File: src/rtl/alu_operand_pkg.sv
// -----------------------------------------------------------------------------
// alu_operand_pkg
//   Shared widths, ALU control codes and register-file constants for the
//   operand-issue stage in front of the 32-bit MIPS ALU.
//
//   Optional feature macro: ALU_OPERAND_BYPASS_EN (used in alu_operand_stage).
// -----------------------------------------------------------------------------
package alu_operand_pkg;

    localparam int DATA_W   = 32;
    localparam int ADDR_W   = 5;
    localparam int NUM_REGS = 1 << ADDR_W;

    typedef logic [DATA_W-1:0] data_t;
    typedef logic [ADDR_W-1:0] addr_t;

    // ALU control codes carried on ctr_in / alu_ctr.
    typedef enum logic [2:0] {
        ALU_AND = 3'b000,
        ALU_OR  = 3'b001,
        ALU_ADD = 3'b010,
        ALU_SUB = 3'b110,
        ALU_SLT = 3'b111
    } alu_ctr_e;

    // r0 is hard-wired to zero.
    localparam addr_t REG_ZERO = '0;

    // True when a writeback this cycle lands on the given read address.
    // r0 is excluded since writes to it are discarded.
    function automatic logic wr_hits(input logic  wr_en,
                                     input addr_t wr_addr,
                                     input addr_t rd_addr);
        return wr_en && (wr_addr != REG_ZERO) && (wr_addr == rd_addr);
    endfunction

endpackage : alu_operand_pkg

File: src/rtl/alu_operand_stage_if.sv
// -----------------------------------------------------------------------------
// alu_operand_stage_if
//   Bundles the issue inputs, the writeback port and the registered ALU
//   operand outputs of alu_operand_stage.
//
//   Issue / hold semantics: issue_valid marks an instruction presented this
//   cycle; it is accepted at a rising edge only when stall is 0. While stall
//   is 1 the outputs hold and the issue inputs are ignored (not queued), so
//   the upstream stage must keep presenting the same instruction. op_valid
//   marks that alu_a/alu_b/alu_ctr carry a real operation.
//
//   Modports:
//     master : upstream/testbench side (drives issue + writeback)
//     slave  : the operand stage (drives alu_* and op_valid)
// -----------------------------------------------------------------------------
interface alu_operand_stage_if;
    import alu_operand_pkg::*;

    // Issue side
    logic        issue_valid;
    addr_t       rs_addr;
    addr_t       rt_addr;
    data_t       imm;
    logic        use_imm;
    logic [2:0]  ctr_in;
    logic        stall;

    // Writeback side
    logic        wr_en;
    addr_t       wr_addr;
    data_t       wr_data;

    // Registered ALU inputs
    data_t       alu_a;
    data_t       alu_b;
    logic [2:0]  alu_ctr;
    logic        op_valid;

    modport master (
        output issue_valid, rs_addr, rt_addr, imm, use_imm, ctr_in, stall,
        output wr_en, wr_addr, wr_data,
        input  alu_a, alu_b, alu_ctr, op_valid
    );

    modport slave (
        input  issue_valid, rs_addr, rt_addr, imm, use_imm, ctr_in, stall,
        input  wr_en, wr_addr, wr_data,
        output alu_a, alu_b, alu_ctr, op_valid
    );

endinterface : alu_operand_stage_if

File: src/rtl/mips_regfile_core.sv
// -----------------------------------------------------------------------------
// mips_regfile_core
//   32 x 32-bit MIPS general-purpose register file: two asynchronous read
//   ports, one synchronous write port, r0 hard-wired to zero, and an
//   asynchronous active-high reset that clears every entry.
//
//   Ports:
//     clk_i, rst_i           clock, async active-high reset
//     rd0_addr_i/rd0_data_o  read port 0 (combinational)
//     rd1_addr_i/rd1_data_o  read port 1 (combinational)
//     wr_en_i/wr_addr_i/wr_data_i  write port, committed on rising edge
// -----------------------------------------------------------------------------
module mips_regfile_core
    import alu_operand_pkg::*;
(
    input  logic  clk_i,
    input  logic  rst_i,
    input  addr_t rd0_addr_i,
    output data_t rd0_data_o,
    input  addr_t rd1_addr_i,
    output data_t rd1_data_o,
    input  logic  wr_en_i,
    input  addr_t wr_addr_i,
    input  data_t wr_data_i
);

    data_t mem_q [NUM_REGS];

    always_ff @(posedge clk_i or posedge rst_i) begin
        if (rst_i) begin
            for (int i = 0; i < NUM_REGS; i++) begin
                mem_q[i] <= '0;
            end
        end else if (wr_en_i && (wr_addr_i != REG_ZERO)) begin
            mem_q[wr_addr_i] <= wr_data_i;
        end
    end

    // r0 is forced to zero on the read side as well, so correctness does not
    // depend on entry 0 never being written.
    assign rd0_data_o = (rd0_addr_i == REG_ZERO) ? '0 : mem_q[rd0_addr_i];
    assign rd1_data_o = (rd1_addr_i == REG_ZERO) ? '0 : mem_q[rd1_addr_i];

endmodule : mips_regfile_core

File: src/rtl/alu_operand_stage.sv
// -----------------------------------------------------------------------------
// alu_operand_stage
//   Register-read / operand-issue stage in front of the 32-bit ALU. Reads two
//   operands from the register file (or takes the sign-extended immediate for
//   operand B), and registers them together with the ALU control code.
//   Outputs are pure registers; a stall holds them.
//
//   Configuration macro: ALU_OPERAND_BYPASS_EN
//     defined   : a writeback to a register being read at the same edge is
//                 forwarded into the operand register (write-through).
//     undefined : operand registers take the pre-write register contents.
//
//   Ports:
//     clk  clock (rising edge)
//     rst  asynchronous active-high reset
//     bus  alu_operand_stage_if.slave (issue, writeback, ALU operand outputs)
// -----------------------------------------------------------------------------
module alu_operand_stage
    import alu_operand_pkg::*;
(
    input  logic                clk,
    input  logic                rst,
    alu_operand_stage_if.slave  bus
);

    data_t rs_rdata;
    data_t rt_rdata;
    data_t src_a;
    data_t src_b_reg;

    data_t      alu_a_q,    alu_a_d;
    data_t      alu_b_q,    alu_b_d;
    logic [2:0] alu_ctr_q,  alu_ctr_d;
    logic       op_valid_q, op_valid_d;

    mips_regfile_core u_regfile (
        .clk_i      (clk),
        .rst_i      (rst),
        .rd0_addr_i (bus.rs_addr),
        .rd0_data_o (rs_rdata),
        .rd1_addr_i (bus.rt_addr),
        .rd1_data_o (rt_rdata),
        .wr_en_i    (bus.wr_en),
        .wr_addr_i  (bus.wr_addr),
        .wr_data_i  (bus.wr_data)
    );

    // Operand source selection, with optional same-edge write forwarding.
    always_comb begin
        src_a     = rs_rdata;
        src_b_reg = rt_rdata;
`ifdef ALU_OPERAND_BYPASS_EN
        if (wr_hits(bus.wr_en, bus.wr_addr, bus.rs_addr)) begin
            src_a = bus.wr_data;
        end
        if (wr_hits(bus.wr_en, bus.wr_addr, bus.rt_addr)) begin
            src_b_reg = bus.wr_data;
        end
`endif
    end

    // Output stage next-state: hold on stall, otherwise load every cycle.
    // On a bubble the operand registers still load; only op_valid matters.
    always_comb begin
        alu_a_d    = alu_a_q;
        alu_b_d    = alu_b_q;
        alu_ctr_d  = alu_ctr_q;
        op_valid_d = op_valid_q;
        if (!bus.stall) begin
            alu_a_d    = src_a;
            alu_b_d    = bus.use_imm ? bus.imm : src_b_reg;
            alu_ctr_d  = bus.ctr_in;
            op_valid_d = bus.issue_valid;
        end
    end

    always_ff @(posedge clk or posedge rst) begin
        if (rst) begin
            alu_a_q    <= '0;
            alu_b_q    <= '0;
            alu_ctr_q  <= ALU_AND;
            op_valid_q <= 1'b0;
        end else begin
            alu_a_q    <= alu_a_d;
            alu_b_q    <= alu_b_d;
            alu_ctr_q  <= alu_ctr_d;
            op_valid_q <= op_valid_d;
        end
    end

    assign bus.alu_a    = alu_a_q;
    assign bus.alu_b    = alu_b_q;
    assign bus.alu_ctr  = alu_ctr_q;
    assign bus.op_valid = op_valid_q;

endmodule : alu_operand_stage

File: src/flat_wrapper.sv
// flat-port wrapper written by rule: the top's interface ports become plain ports
module alu_operand_stage_flat import alu_operand_pkg::*;
  (clk, rst, bus_issue_valid, bus_rs_addr, bus_rt_addr, bus_imm, bus_use_imm, bus_ctr_in, bus_stall, bus_wr_en, bus_wr_addr, bus_wr_data, bus_alu_a, bus_alu_b, bus_alu_ctr, bus_op_valid);
  alu_operand_stage_if bus_i ();
  input  logic clk;
  input  logic rst;
  input wire logic [$bits(bus_i.issue_valid)-1:0] bus_issue_valid;
  input wire logic [$bits(bus_i.rs_addr)-1:0] bus_rs_addr;
  input wire logic [$bits(bus_i.rt_addr)-1:0] bus_rt_addr;
  input wire logic [$bits(bus_i.imm)-1:0] bus_imm;
  input wire logic [$bits(bus_i.use_imm)-1:0] bus_use_imm;
  input wire logic [$bits(bus_i.ctr_in)-1:0] bus_ctr_in;
  input wire logic [$bits(bus_i.stall)-1:0] bus_stall;
  input wire logic [$bits(bus_i.wr_en)-1:0] bus_wr_en;
  input wire logic [$bits(bus_i.wr_addr)-1:0] bus_wr_addr;
  input wire logic [$bits(bus_i.wr_data)-1:0] bus_wr_data;
  output wire logic [$bits(bus_i.alu_a)-1:0] bus_alu_a;
  output wire logic [$bits(bus_i.alu_b)-1:0] bus_alu_b;
  output wire logic [$bits(bus_i.alu_ctr)-1:0] bus_alu_ctr;
  output wire logic [$bits(bus_i.op_valid)-1:0] bus_op_valid;
  assign bus_i.issue_valid = bus_issue_valid;
  assign bus_i.rs_addr = bus_rs_addr;
  assign bus_i.rt_addr = bus_rt_addr;
  assign bus_i.imm = bus_imm;
  assign bus_i.use_imm = bus_use_imm;
  assign bus_i.ctr_in = bus_ctr_in;
  assign bus_i.stall = bus_stall;
  assign bus_i.wr_en = bus_wr_en;
  assign bus_i.wr_addr = bus_wr_addr;
  assign bus_i.wr_data = bus_wr_data;
  assign bus_alu_a = bus_i.alu_a;
  assign bus_alu_b = bus_i.alu_b;
  assign bus_alu_ctr = bus_i.alu_ctr;
  assign bus_op_valid = bus_i.op_valid;
  alu_operand_stage u_core (.clk(clk), .rst(rst), .bus(bus_i));
endmodule
File: config.mk
export PLATFORM = sky130hd
export DESIGN_NAME = alu_operand_stage_flat
export DESIGN_NICKNAME = d
export VERILOG_FILES = /design/src/rtl/alu_operand_pkg.sv /design/src/rtl/alu_operand_stage_if.sv /design/src/rtl/mips_regfile_core.sv /design/src/rtl/alu_operand_stage.sv /design/src/flat_wrapper.sv
export SDC_FILE = /design/constraint.sdc
export NUM_CORES = 2
export LEC_CHECK = 0
export BUFFER_PORTS_ARGS = -buffer_cell sky130_fd_sc_hd__buf_2
export CAP_MARGIN = 20
export CORE_ASPECT_RATIO = 0.7
export CORE_UTILIZATION = 59
export CTS_BUF_LIST = sky130_fd_sc_hd__clkbuf_4 sky130_fd_sc_hd__clkbuf_8
export DETAILED_ROUTE_END_ITERATION = 7
export HOLD_SLACK_MARGIN = 0.1
export PLACE_DENSITY = 0.79
export SLEW_MARGIN = 5
export SYNTH_ARGS = -nofsm -noshare
export SYNTH_HDL_FRONTEND = slang
export SYNTH_SLANG_ARGS = --single-unit
File: constraint.sdc
create_clock -name clk -period 33.2 [get_ports clk]
set_input_delay 3.32 -clock clk [delete_from_list [all_inputs] [get_ports clk]]
set_output_delay 3.32 -clock clk [all_outputs]
set_load 0.01 [all_outputs]
# Word level (Yosys, flattened, before mapping)
# Index checks and enable logic that the tools add are counted.
[word_totals] regBits=1092 wordCells=60
[op_classes] n_lt_le_gt_ge=4 muxes=12 n_bitwise=3 reduce_logical=5
[op_table] op="1024-bit bitwise mux" count=1
[op_table] op="32-bit binary-select mux with 5-bit select" count=2
[op_table] op="32-bit two-way mux" count=8
[op_table] op="32-bit demux with 5-bit select" count=1
[op_table] op="6-bit greater-or-equal comparator (second input constant)" count=3
[op_table] op="5-bit NOT with 6-bit output" count=3
[op_table] op="5-bit zero test" count=2
[op_table] op="6-bit by 1-bit < comparator with 1-bit output (second input constant)" count=1
[op_table] op="5-bit nonzero test" count=1
[op_table] op="1-bit logical AND" count=2

# Logic depth before layout (Yosys ltp)
[depth] ltp_word=6 ltp_mapped=10 ltp_nobuf=5

# Hierarchy
# From an unflattened synthesis, not the netlist that was laid out.
[unflattened] hier_cells=3908 area_unflattened_um2=57762.9
[modules_own_cells] mod="mips_regfile_core" instances=1 cells_each=3692 area_each_um2=54732.5
[modules_own_cells] mod="alu_operand_stage" instances=1 cells_each=216 area_each_um2=3030.4

# Worst setup path after synthesis
# OpenSTA, ideal clock, no wires.
[synth_path] path_type="input to register" from="in bus_rs_addr[0]" to="reg u_core.alu_a_q[0] (netlist: u_core.bus.alu_a[0])" t_arrival_ns=4.900 path_slack_ns=28.179 stages=8 cell_sequence="buf_2 > buf_4 > buf_2 > buf_2 > mux4_2 > a22oi_1 > nand3_1 > a22o_1"
[synth_via] elab_chain_len=5 word_cells_on_any_way=6 classes_between="mux: 4; bitwise: 1; reduce/logical: 1"
[synth_lines] element="start, declared" line="flat_wrapper.sv:8" text="input wire logic [$bits(bus_i.rs_addr)-1:0] bus_rs_addr;"
[synth_lines] element="5-bit NOT with 6-bit output (implied by the code)" line="mips_regfile_core.sv:41" text="assign rd0_data_o = (rd0_addr_i == REG_ZERO) ? '0 : mem_q[rd0_addr_i];"
[synth_lines] element="32-bit binary-select mux with 5-bit select" line="mips_regfile_core.sv:41"
[synth_lines] element="32-bit two-way mux (implied by the code) (2 in series)" line="mips_regfile_core.sv:41"
[synth_lines] element="32-bit two-way mux *" line="mips_regfile_core.sv:41"
[synth_lines] element="end signal, assigned" line="alu_operand_stage.sv:84" text="alu_a_q <= alu_a_d;"
[synth_lines] element="end, declared" line="alu_operand_stage.sv:31" text="data_t alu_a_q, alu_a_d;"
# Every way passes the cells marked *; elsewhere a longest branch is shown, timed or not. The select of a mux whose other input is x is not followed.
# A chain may end at the register's enable or synchronous reset.

# Worst setup path in the final report
[layout_path] from="in bus_rt_addr[0]" to="reg u_core.alu_b_q[28] (netlist: u_core.bus.alu_b[28])"
[layout_via] elab_chain_len=6 word_cells_on_any_way=7 classes_between="mux: 5; bitwise: 1; reduce/logical: 1"
[layout_lines] element="start, declared" line="flat_wrapper.sv:9" text="input wire logic [$bits(bus_i.rt_addr)-1:0] bus_rt_addr;"
[layout_lines] element="5-bit NOT with 6-bit output (implied by the code)" line="mips_regfile_core.sv:42" text="assign rd1_data_o = (rd1_addr_i == REG_ZERO) ? '0 : mem_q[rd1_addr_i];"
[layout_lines] element="32-bit binary-select mux with 5-bit select" line="mips_regfile_core.sv:42"
[layout_lines] element="32-bit two-way mux (implied by the code) (2 in series)" line="mips_regfile_core.sv:42"
[layout_lines] element="32-bit two-way mux *" line="mips_regfile_core.sv:42"
[layout_lines] element="32-bit two-way mux *" line="alu_operand_stage.sv:71" text="alu_b_d = bus.use_imm ? bus.imm : src_b_reg;"
[layout_lines] element="end signal, assigned" line="alu_operand_stage.sv:85" text="alu_b_q <= alu_b_d;"
[layout_lines] element="end, declared" line="alu_operand_stage.sv:32" text="data_t alu_b_q, alu_b_d;"
# Marks and branches as above.

==> impl_metrics.yaml <==
clock_network:
  clk_pin_slew_ps: 60
  cts_resized: 0
  post-cts-setup-buffers: 0
  hold_buffers: 0
  cts_buffers: 169
  htree_levels: 4
  insertion_delay_ps: 850
  cts_tree: "done"
  clk_path_buf_depth: 3
  cts.sinks: 1092
  cts_root_buf: "clkbuf_8"
die:
  die_y_um: 262
  io_pins: 156
  fp.dieW_um: 374
  die_area_sq_um: 98000
  placeableCoreArea_sq_um: 95900
  start_util_pct: 59.5
  row_count: 95
timing:
  fin_tns_setup_ps: 0
  rsz0062_at_grt: "false"
  worst_slew_pin_slew_ps: 1200
  slew_violations: 0
  fin_worst_skew_ps: 35.8
  report.final.hold_viol_count: 0
  fin_crit_sh_pct: 21.2
  slew_headroom_pct: 20.2
  min_period_ps: 7030
  max_freq_ghz: 0.142
  final-setup-viol-count: 0
run_status:
  outcome: "complete, no violations"
synthesis:
  syn_nets: 3978
  synth-edff-count: 0
  synthFlopType: "dfrtp_1"
  synthTopCellsByCount: "1,092 x dfrtp_1, 1,045 x mux2_2, 435 x mux4_2"
  synth_top_area_share_pct: 47.9
  syn_area_per_cell_sq_um: 14.7
  post-synth-top-count-cell: "dfrtp_1"
  netlist_instances: 3890
  synthesis.area_sq_um: 57100
  synth_cell_types: 40
  yosys_warnings: 0
  ys_top_cells_by_area: "dfrtp_1 48%, mux2_2 21%, mux4_2 17%"
  async_reset_ff_share_pct: 100
  synth_area_leader_cell: "dfrtp_1"
  synth-seq-area-share_pct: 47.9
  ys_ff_latch: 1092
power:
  power.leakage_nw: 27.2
  irDropWorstVdd_mv: 0.0406
  powerDensity_nw_per_um2: 60.3
  finalPower_mw: 3.74
setup_path:
  critPathMaxStageDelay_ps: 810
  worstSetupPathType: "input pin to flip-flop"
  setup.worst_path.end_class: "flip-flop"
  crit_top_cell: "buf_4"
  crit_buf_inv: 4
  startpoint_type: "input pin"
  arrival_ps: 7740
  crit_chain: "buf_8 -> buf_4 -> buf_4 -> buf_4 -> mux4_2 -> nor2b_1 -> a211o_1 -> a22oi_1 -> o22ai_1"
  cp_top_family: "buffers and inverters"
  critPathMaxFanout: 73
  required_ps: 33910
  crit_slowest_cell: "buf_4"
min_path:
  hold_path.class: "flip-flop to flip-flop"
detailed_routing:
  viasPerCell: 7.27
  wl_um: 178000
  first_iter_violations: 4949
  wl_per_cell_um: 33.8
  drcViolationCount: 0
  dr.pass1.iters: 5
  vias: 38300
  postRouteAntennaNets: 0
global_route:
  globalRouteOverflowTotal: 0
  grt_pass1_wl_um: 263000
  antenna_found_initial: 16
  grt_usage_pct: 36.7
  grt_max_degree: 188
  grt_pass1_vias: 38600
placement:
  place_congestion: 0.857
  hpwl_um: 96900
  io_buffers: 155
final_layout:
  final_nets: 3948
  syn_to_final_growth_pct: 8.84
  area.sequential_sq_um: 27300
  drive_gt1_share_pct: 52.0
  fillers: 6705
  multi_input_area_sq_um: 28000
flow_run:
  drv_cap: 0
-- worst paths after layout --
check / cells past startpoint / slack (ps) / startpoint / to
max in group asynchronous: 6 / 26710 / rst / u_core.u_regfile.mem_q[972]
setup / recovery: 9 / 26170 / bus_rt_addr[0] / u_core.bus.alu_b[28]
min in group asynchronous: 2 / 2620 / rst / u_core.u_regfile.mem_q[416]
hold reg to reg: 0 / 400 / u_core.u_regfile.mem_q[1005] / u_core.u_regfile.mem_q[1005]
setup reg to reg: 5 / 31420 / u_core.u_regfile.mem_q[593] / u_core.bus.alu_b[17]
hold / removal: 0 / 400 / u_core.u_regfile.mem_q[1005] / u_core.u_regfile.mem_q[1005]
-- registers in the layout, summed over array words and instances, names as in the netlist --
register / cells
u_core.u_regfile.mem_q: 1024
u_core.bus.alu_ctr: 3
u_core.bus.alu_a: 32
u_core.bus.op_valid: 1
u_core.bus.alu_b: 32
-- metal layers --
layer / wire length, um / up-vias / GRT usage (%)
li1: - / 15000 / -
met1: 69900 / 20400 / 51.6
met2: 77400 / 2393 / 51.8
met3: 22100 / 517 / 12.9
met4: 8000 / 20 / 16.1
met5: 268 / - / 1.45
-- report_power, final --
part	internal [mW]	leakage, nW	switching (mW)
logic	0.441	11.3	0.306
clock network	0.668	1.95	0.553
registers	1.58	14.0	0.195
total	2.69	27.2	1.06
-- stage by stage --
step                instances  hold WS (ps)  util (%)  setup WS [ps]  instance area (sq um)
finish                   5264           397      64.8          26170                  62100
global route             5259           406      64.7          25880                  62100
CTS                      5253           401      64.7          26200                  62100
detailed placement       4948           386      60.9          25270                  58400
global placement         4948           378      60.9          25300                  58400
floorplan                3890           442         -          14810                  57100
-- layout by cell type (no fill, tap or decap), types with 20 or more instances in the layout --
cell type  count
a211o_1       51
a211oi_1      77
a21oi_1       41
a22o_1        32
a22oi_1       83
buf_2        147
buf_4         75
clkbuf_4      47
clkbuf_8     216
clkinv_2      28
dfrtp_1     1092
mux2_2      1045
mux2i_1      182
mux4_2       435
nand2_1       38
nand3_1       34
nor2_1        89
nor2b_1       28
nor3_1        20
o22ai_1       97
-- final cells by class --
class                      instances  area share (%)
antenna                            9          0.0363
clock buffer                     263            5.35
clock inverter                    42           0.544
inverter                           2          0.0181
multi-input combinational       2359            45.0
sequential                      1092            44.0
tap                             1261            2.54
timing repair buffer             236            2.47
-- logic make-up after synthesis --
kind of cell           count (synthesis)  share of synthesized area, %
multiplexers                        1662                          41.0
AO/OA/AOI/OAI                        422                          5.44
AND/OR/NAND/NOR                      275                          2.22
flip-flops                          1092                          47.9
buffers and inverters                439                          3.49
Power figures use the tool's default switching activity.
